==> src/rtl/cu_pkg.sv <==
// Shared types and instruction field layout for the multi-cycle control unit.
package cu_pkg;

  typedef enum logic [4:0] {
    S_IDLE       = 5'b00001,
    S_DECODE     = 5'b00010,
    S_EXECUTE    = 5'b00100,
    S_MEM_ACCESS = 5'b01000,
    S_WRITE_BACK = 5'b10000
  } cu_state_e;

  typedef enum logic [1:0] {
    T_NOP   = 2'b00,
    T_ALU   = 2'b01,
    T_LOAD  = 2'b10,
    T_STORE = 2'b11
  } instr_type_e;

  localparam logic [3:0] OPCODE_RESET = 4'b1111;
  localparam int unsigned OPCODE_W = 4;
  localparam int unsigned TYPE_W   = 2;

  // Instruction is {type, rd, rs1, rs2, offset, opcode}, MSB first.
  function automatic int unsigned opcode_lsb();
    return 0;
  endfunction

  function automatic int unsigned offset_lsb();
    return OPCODE_W;
  endfunction

  function automatic int unsigned rs2_lsb(input int unsigned dw);
    return OPCODE_W + dw;
  endfunction

  function automatic int unsigned rs1_lsb(input int unsigned dw, input int unsigned rab);
    return OPCODE_W + dw + rab;
  endfunction

  function automatic int unsigned rd_lsb(input int unsigned dw, input int unsigned rab);
    return OPCODE_W + dw + 2 * rab;
  endfunction

  function automatic int unsigned type_lsb(input int unsigned dw, input int unsigned rab);
    return OPCODE_W + dw + 3 * rab;
  endfunction

endpackage

==> src/rtl/cu_regfile.sv <==
// Register file: two operand read ports, a debug read port and one write port.
module cu_regfile
  import cu_pkg::*;
#(
  parameter int unsigned DATA_WIDTH    = 8,
  parameter int unsigned REG_ADDR_BITS = 2,
  parameter int unsigned ZERO_REG      = 0
) (
  input  logic                     clk,
  input  logic                     rst,
  input  logic [REG_ADDR_BITS-1:0] raddr1,
  output logic [DATA_WIDTH-1:0]    rdata1,
  input  logic [REG_ADDR_BITS-1:0] raddr2,
  output logic [DATA_WIDTH-1:0]    rdata2,
  input  logic [REG_ADDR_BITS-1:0] dbg_addr,
  output logic [DATA_WIDTH-1:0]    dbg_data,
  input  logic                     we,
  input  logic [REG_ADDR_BITS-1:0] waddr,
  input  logic [DATA_WIDTH-1:0]    wdata
);

  localparam int unsigned NUM_REGS = 2 ** REG_ADDR_BITS;

  logic [DATA_WIDTH-1:0] regs [NUM_REGS];
  logic                  wr_blocked;

  assign wr_blocked = (ZERO_REG != 0) && (waddr == '0);

  always_ff @(posedge clk or negedge rst) begin
    if (!rst) begin
      for (int unsigned i = 0; i < NUM_REGS; i++) begin
        regs[i] <= DATA_WIDTH'(i);
      end
    end else if (we && !wr_blocked) begin
      regs[waddr] <= wdata;
    end
  end

  assign rdata1   = ((ZERO_REG != 0) && (raddr1 == '0))   ? '0 : regs[raddr1];
  assign rdata2   = ((ZERO_REG != 0) && (raddr2 == '0))   ? '0 : regs[raddr2];
  assign dbg_data = ((ZERO_REG != 0) && (dbg_addr == '0)) ? '0 : regs[dbg_addr];

endmodule

==> src/rtl/cu_multicycle.sv <==
// Multi-cycle control unit sequencing NOP/ALU/load/store over a parametrised register file.
module cu_multicycle
  import cu_pkg::*;
#(
  parameter int unsigned DATA_WIDTH    = 8,
  parameter int unsigned REG_ADDR_BITS = 2,
  localparam int unsigned INSTR_WIDTH  = 2 + 3 * REG_ADDR_BITS + DATA_WIDTH + 4,
  parameter int unsigned MEM_TIMEOUT   = 16,
  parameter int unsigned ZERO_REG      = 0
) (
  input  logic                     clk,
  input  logic                     rst,
  input  logic [INSTR_WIDTH-1:0]   instr,
  input  logic                     instr_valid,
  output logic                     instr_ready,
  input  logic [DATA_WIDTH-1:0]    result2,
  input  logic                     mem_ready,
  output logic [DATA_WIDTH-1:0]    operand1,
  output logic [DATA_WIDTH-1:0]    operand2,
  output logic [DATA_WIDTH-1:0]    offset,
  output logic [3:0]               opcode,
  output logic                     sel1,
  output logic                     sel3,
  output logic                     w_r,
  output logic                     retire,
  output logic                     mem_err,
  output logic                     busy,
  input  logic [REG_ADDR_BITS-1:0] dbg_addr,
  output logic [DATA_WIDTH-1:0]    dbg_data
);

  localparam int unsigned OPC_LSB  = opcode_lsb();
  localparam int unsigned OFF_LSB  = offset_lsb();
  localparam int unsigned RS2_LSB  = rs2_lsb(DATA_WIDTH);
  localparam int unsigned RS1_LSB  = rs1_lsb(DATA_WIDTH, REG_ADDR_BITS);
  localparam int unsigned RD_LSB   = rd_lsb(DATA_WIDTH, REG_ADDR_BITS);
  localparam int unsigned TYPE_LSB = type_lsb(DATA_WIDTH, REG_ADDR_BITS);

  localparam int unsigned CNT_W = (MEM_TIMEOUT > 1) ? $clog2(MEM_TIMEOUT) : 1;
  localparam logic [CNT_W-1:0] CNT_LAST = CNT_W'((MEM_TIMEOUT == 0) ? 0 : MEM_TIMEOUT - 1);

  cu_state_e              state, state_nxt;
  logic [INSTR_WIDTH-1:0] ir, ir_nxt;
  logic [CNT_W-1:0]       cnt, cnt_nxt;
  logic [DATA_WIDTH-1:0]  operand1_nxt, operand2_nxt, offset_nxt;
  logic [3:0]             opcode_nxt;
  logic                   sel1_nxt, sel3_nxt, w_r_nxt, retire_nxt, mem_err_nxt;

  instr_type_e             ir_type;
  logic [REG_ADDR_BITS-1:0] ir_rd, ir_rs1, ir_rs2;
  logic [REG_ADDR_BITS-1:0] rf_raddr2;
  logic [DATA_WIDTH-1:0]    rf_rdata1, rf_rdata2;
  logic                     rf_we;

  assign ir_type = instr_type_e'(ir[TYPE_LSB +: TYPE_W]);
  assign ir_rd   = ir[RD_LSB  +: REG_ADDR_BITS];
  assign ir_rs1  = ir[RS1_LSB +: REG_ADDR_BITS];
  assign ir_rs2  = ir[RS2_LSB +: REG_ADDR_BITS];

  // Load/store use rd as the second operand (store data / base pairing).
  assign rf_raddr2 = (ir_type == T_ALU) ? ir_rs2 : ir_rd;

  assign busy = (state != S_IDLE);

  cu_regfile #(
    .DATA_WIDTH   (DATA_WIDTH),
    .REG_ADDR_BITS(REG_ADDR_BITS),
    .ZERO_REG     (ZERO_REG)
  ) u_regfile (
    .clk     (clk),
    .rst     (rst),
    .raddr1  (ir_rs1),
    .rdata1  (rf_rdata1),
    .raddr2  (rf_raddr2),
    .rdata2  (rf_rdata2),
    .dbg_addr(dbg_addr),
    .dbg_data(dbg_data),
    .we      (rf_we),
    .waddr   (ir_rd),
    .wdata   (result2)
  );

  always_ff @(posedge clk or negedge rst) begin
    if (!rst) begin
      state    <= S_IDLE;
      ir       <= '0;
      cnt      <= '0;
      operand1 <= '0;
      operand2 <= '0;
      offset   <= '0;
      opcode   <= OPCODE_RESET;
      sel1     <= 1'b0;
      sel3     <= 1'b0;
      w_r      <= 1'b0;
      retire   <= 1'b0;
      mem_err  <= 1'b0;
    end else begin
      state    <= state_nxt;
      ir       <= ir_nxt;
      cnt      <= cnt_nxt;
      operand1 <= operand1_nxt;
      operand2 <= operand2_nxt;
      offset   <= offset_nxt;
      opcode   <= opcode_nxt;
      sel1     <= sel1_nxt;
      sel3     <= sel3_nxt;
      w_r      <= w_r_nxt;
      retire   <= retire_nxt;
      mem_err  <= mem_err_nxt;
    end
  end

  always_comb begin
    state_nxt    = state;
    ir_nxt       = ir;
    cnt_nxt      = cnt;
    operand1_nxt = operand1;
    operand2_nxt = operand2;
    offset_nxt   = offset;
    opcode_nxt   = opcode;
    sel1_nxt     = sel1;
    sel3_nxt     = sel3;
    w_r_nxt      = w_r;
    retire_nxt   = 1'b0;
    mem_err_nxt  = mem_err;
    rf_we        = 1'b0;
    instr_ready  = 1'b0;

    case (state)
      S_IDLE: begin
        instr_ready = 1'b1;
        w_r_nxt     = 1'b0;
        if (instr_valid) begin
          ir_nxt = instr;
          if (instr[TYPE_LSB +: TYPE_W] == T_NOP) begin
            retire_nxt = 1'b1;
          end else begin
            state_nxt = S_DECODE;
          end
        end
      end
      S_DECODE: begin
        operand1_nxt = rf_rdata1;
        operand2_nxt = rf_rdata2;
        offset_nxt   = ir[OFF_LSB +: DATA_WIDTH];
        opcode_nxt   = ir[OPC_LSB +: 4];
        sel1_nxt     = (ir_type == T_ALU);
        sel3_nxt     = (ir_type != T_ALU);
        state_nxt    = S_EXECUTE;
      end
      S_EXECUTE: begin
        cnt_nxt = '0;
        if (ir_type == T_ALU) begin
          state_nxt = S_WRITE_BACK;
        end else begin
          w_r_nxt   = (ir_type == T_STORE);
          state_nxt = S_MEM_ACCESS;
        end
      end
      S_MEM_ACCESS: begin
        // A completion on the final allowed cycle wins over the timeout.
        if (mem_ready) begin
          if (ir_type == T_STORE) begin
            w_r_nxt    = 1'b0;
            retire_nxt = 1'b1;
            state_nxt  = S_IDLE;
          end else begin
            state_nxt = S_WRITE_BACK;
          end
        end else if ((MEM_TIMEOUT != 0) && (cnt == CNT_LAST)) begin
          w_r_nxt     = 1'b0;
          mem_err_nxt = 1'b1;
          state_nxt   = S_IDLE;
        end else begin
          cnt_nxt = cnt + 1'b1;
        end
      end
      S_WRITE_BACK: begin
        rf_we      = 1'b1;
        retire_nxt = 1'b1;
        state_nxt  = S_IDLE;
      end
      default: begin
        w_r_nxt   = 1'b0;
        state_nxt = S_IDLE;
      end
    endcase
  end

endmodule
==> config.mk <==
export PLATFORM = sky130hd
export DESIGN_NAME = cu_multicycle
export DESIGN_NICKNAME = d
export VERILOG_FILES = /design/src/rtl/cu_pkg.sv /design/src/rtl/cu_regfile.sv /design/src/rtl/cu_multicycle.sv
export SDC_FILE = /design/constraint.sdc
export NUM_CORES = 1
export LEC_CHECK = 0
export CORE_UTILIZATION = 53
export DETAILED_ROUTE_END_ITERATION = 10
export PLACE_DENSITY = 0.8
export SLEW_MARGIN = 40
export SYNTH_ARGS = -nofsm -noshare
export SYNTH_HDL_FRONTEND = slang
export SYNTH_SLANG_ARGS = --single-unit
==> constraint.sdc <==
create_clock -name clk -period 1.9 [get_ports clk]
set_input_delay 0.285 -clock clk [delete_from_list [all_inputs] [get_ports clk]]
set_output_delay 0.285 -clock clk [all_outputs]
set_load 0.01 [all_outputs]
==> results.rst <==
.. list-table::
   :header-rows: 1

   * - Metric
     - Value
   * - Endpoint class of the critical path
     - output port
   * - Final worst path period need
     - 1860 ps
   * - Data arrival at the endpoint of the critical path
     - 1580 ps
   * - Worst hold path type
     - in2async
   * - Power density of the placed cells
     - 1310 nW/µm²
   * - Initial cell density of the core
     - 0.557
   * - Cell count after synthesis
     - 355
   * - Proportion of register bits with asynchronous set or reset after synthesis
     - 1.00
   * - Area delta synth->final
     - 29.2%
   * - Cts bufs inserted
     - 9
   * - Startpoint type of the worst setup path
     - flop
   * - Number of synthesis warnings
     - 0
   * - Post-layout total power
     - 7.44 mW
   * - Worst slack at placement
     - -348 ps
   * - Max Fclk
     - 537 MHz
   * - Number of instances in the placed design
     - 545
   * - Combined area of all synthesized cells
     - 4400 µm²
   * - Number of violations reported at the end of detailed-routing iteration 0
     - 148
   * - Antenna Diode Count
     - 0
   * - Net count of the mapped netlist
     - 390
   * - Syn avg cell area
     - 12.4 µm²
   * - Buffers from clock root to sink, at most
     - 2
   * - Fill cell total of the finished layout
     - 552
   * - Leakage component of the power
     - 2.52 nW
   * - Final Non-Filler Cells
     - 567
   * - Total DRC errors in the routed layout
     - 0
   * - Final period utilization
     - 0.980
   * - Number of levels the H-tree was split into
     - 3
   * - Category of the critical setup timing path
     - reg2out
   * - Vias per cell
     - 5.82
   * - Net switching component of the power
     - 2.61 mW
   * - Number of hold-slack violations in the final timing report
     - 0
   * - Most frequent standard cell in the layout excluding fill and tap cells
     - dfrtp_1
   * - Worst Path Required
     - 1620 ps
   * - Number of setup violations in the final report
     - 0
   * - Count of state elements after synthesis
     - 94
   * - Setup Skew
     - 10.1 ps
   * - Share of layout cells above drive strength 1
     - 0.312
   * - Launch instance of the worst register-to-register path
     - state[3]
   * - Share of total power consumed by net switching
     - 0.351
   * - Half-perimeter wire length of the detailed placement result
     - 7270 µm
   * - Clk network pwr share
     - 0.164
   * - Total track usage
     - 0.255
   * - Reg-to-Reg End
     - u_regfile.regs[30]
   * - I/O pins
     - 77
   * - Sequential Area
     - 2360 µm²
   * - Clock input transition at the sequential cells of the worst setup and hold paths
     - 90 ps
   * - Cell row count
     - 32
   * - Relative contribution of sequential cells to total power
     - 0.429
   * - Combined area of the multi-input logic cells
     - 1900 µm²
   * - Cell-internal power
     - 4.83 mW
   * - Crit path max fanout
     - 4
   * - Number of pins exceeding their max-slew limit in the final report
     - 0
   * - Maximum number of pins on one net before global-route repair
     - 37
   * - Number of distinct library cell variants in the gate-level netlist after synthesis
     - 45
   * - Post-synth EDFFs
     - 0
   * - Total Die Area
     - 8660 µm²
   * - Cell at the root of the clock tree
     - clkbuf_8
   * - Top_reg_cell synth
     - dfrtp_1
   * - Port Buffer Count
     - 76
   * - Via count
     - 3301
   * - Global-route wire length before repair
     - 16800 µm
   * - Number of global-route vias before repair
     - 3340
   * - Sequential cell area fraction in the yosys report
     - 0.538
   * - Transition at the pin with the smallest max-transition slack
     - 557 ps
   * - Run status
     - finished, final reports clean
   * - Max_slew headroom
     - 0.629
   * - Net count, final
     - 495
   * - Part of the power in combinational logic
     - 0.407
   * - Routability congestion estimate from global placement
     - 0.829
   * - Worst-case reg-to-reg path depth
     - 6
   * - Wire length reported by the detailed router
     - 10300 µm
   * - Antenna violations before repair
     - 0
   * - Max_cap viols
     - 0
   * - Number of nets with antenna violations after routing
     - 0
   * - Chip Height
     - 93.1 µm
   * - Average wire length per cell after detail routing
     - 18.1 µm
   * - Insertion delay to the later sink of the worst-skew pair
     - 360 ps
   * - X dimension of the die
     - 93.1 µm
   * - Standard cell core area
     - 7890 µm²
   * - Commonest cells after routing, fill and taps aside
     - dfrtp_1, nand2_1, clkdlybuf4s50_1
   * - Final global-route overflow total
     - 0
   * - RSZ-0062 raised after global routing
     - false
   * - CTS tree
     - done
   * - Final Worst Setup Slack
     - 38.2 ps
   * - Launching instance or port of the critical path
     - u_regfile.regs[2]
   * - Worst reg2reg setup slack
     - 70 ps
   * - Sinks on the clock net
     - 94
   * - Number of detailed-routing iterations run before antenna repair
     - 4
   * - Largest voltage drop on the vdd net
     - 615 µV
## cells in the mapped netlist (2+ instances only)
library cell	count	area (µm²)
a211oi_1	15	113
nand2_1	67	251
buf_1	5	18.8
dfrtp_1	85	2130
a22oi_1	2	15.0
and2_1	2	12.5
or2_2	2	12.5
nor2_1	12	45.0
nor3_1	3	15.0
mux2_2	52	586
mux2i_1	8	80.1
nand3_1	3	15.0
o31ai_1	3	22.5
a2111oi_0	8	70.1
nand3b_1	4	30.0
nor3b_1	2	15.0
inv_1	11	41.3
dfstp_2	9	236
o21ai_0	7	35.0
mux4_2	16	360
buf_2	5	25.0
clkbuf_1	8	30.0
a21oi_1	3	15.0
a22o_1	2	17.5
## worst max-delay path: stages, from the launching register on
cell and delay [ps]:
dfrtp_1 420, mux4_2 490, dlygate4sd2_1 310
## layout make-up
| cell class | instances | area share |
|---|---|---|
| Clock buffer | 9 | 0.0218 |
| Sequential cell | 94 | 0.416 |
| Multi-Input combinational cell | 230 | 0.335 |
| Timing Repair Buffer | 114 | 0.187 |
| Tap cell | 102 | 0.0225 |
| Inverter | 11 | 0.00727 |
| Clock inverter | 7 | 0.00969 |
## per-stage QoR
stage | TNS (ps) | hold slack, ps | area [µm²] | utilization
floorplan | 0 | -10.6 | 4400 | -
global placement | -2530 | 270 | 5450 | 0.691
detailed placement | -2530 | 280 | 5450 | 0.691
CTS | 0 | 418 | 5660 | 0.718
global route | 0 | 472 | 5680 | 0.720
finish | 0 | 408 | 5680 | 0.720
## worst max-delay path by stage
stage	endpoint	slack [ps]	depth (start not counted)
after floorplan	u_regfile.regs[24]	200	5
after global placement	dbg_data[0]	-330	4
after detailed placement	dbg_data[7]	-350	4
after CTS	dbg_data[2]	40	2
after global routing	operand2[7]	5	5
final	dbg_data[2]	40	2
## per-layer routing
layer,track usage,wire length (µm),part of all wire,vias to the layer above
li1,-,-,-,1491
met1,0.352,4400,0.43,1668
met2,0.409,4940,0.48,128
met3,0.0407,760,0.074,14
met4,0.0987,159,0.016,0
met5,0,0,0,-
## cell families (layout without fill, tap and decap cells)
kind of cell,count (synthesis),count (layout),share of synthesized area
compound gates,47,47,0.0811
xor+xnor,1,1,0.00199
fa+ha+maj,1,1,0.00285
buf+inv,31,141,0.0322
flops,94,94,0.538
mux,76,76,0.233
simple gates,105,105,0.111
## state kept, by name (all words and copies together) (netlist names), 4 cells and up
signal	count
operand2	8
cnt	4
opcode	4
offset	8
operand1	8
ir	20
state	5
u_regfile.regs	32
## repair_timing
item                       4_1_cts  5_1_grt
hold endpoints to repair        33        0
pin swaps                        1        0
setup endpoints to repair       10       14
hold buffers                     1        0
setup buffers                    4        1
resized for setup               28        6
## power groups by stage
stage	sequential (mW)	clock [mW]	combinational [mW]
detailed placement	3.22	0	3.05
global route	3.28	1.32	3.27
finish	3.19	1.22	3.03
CTS	3.19	1.24	3.03
floorplan	3.14	0	1.73
global placement	3.20	0	2.96
No activity file was read; power rests on OpenSTA's default activity.
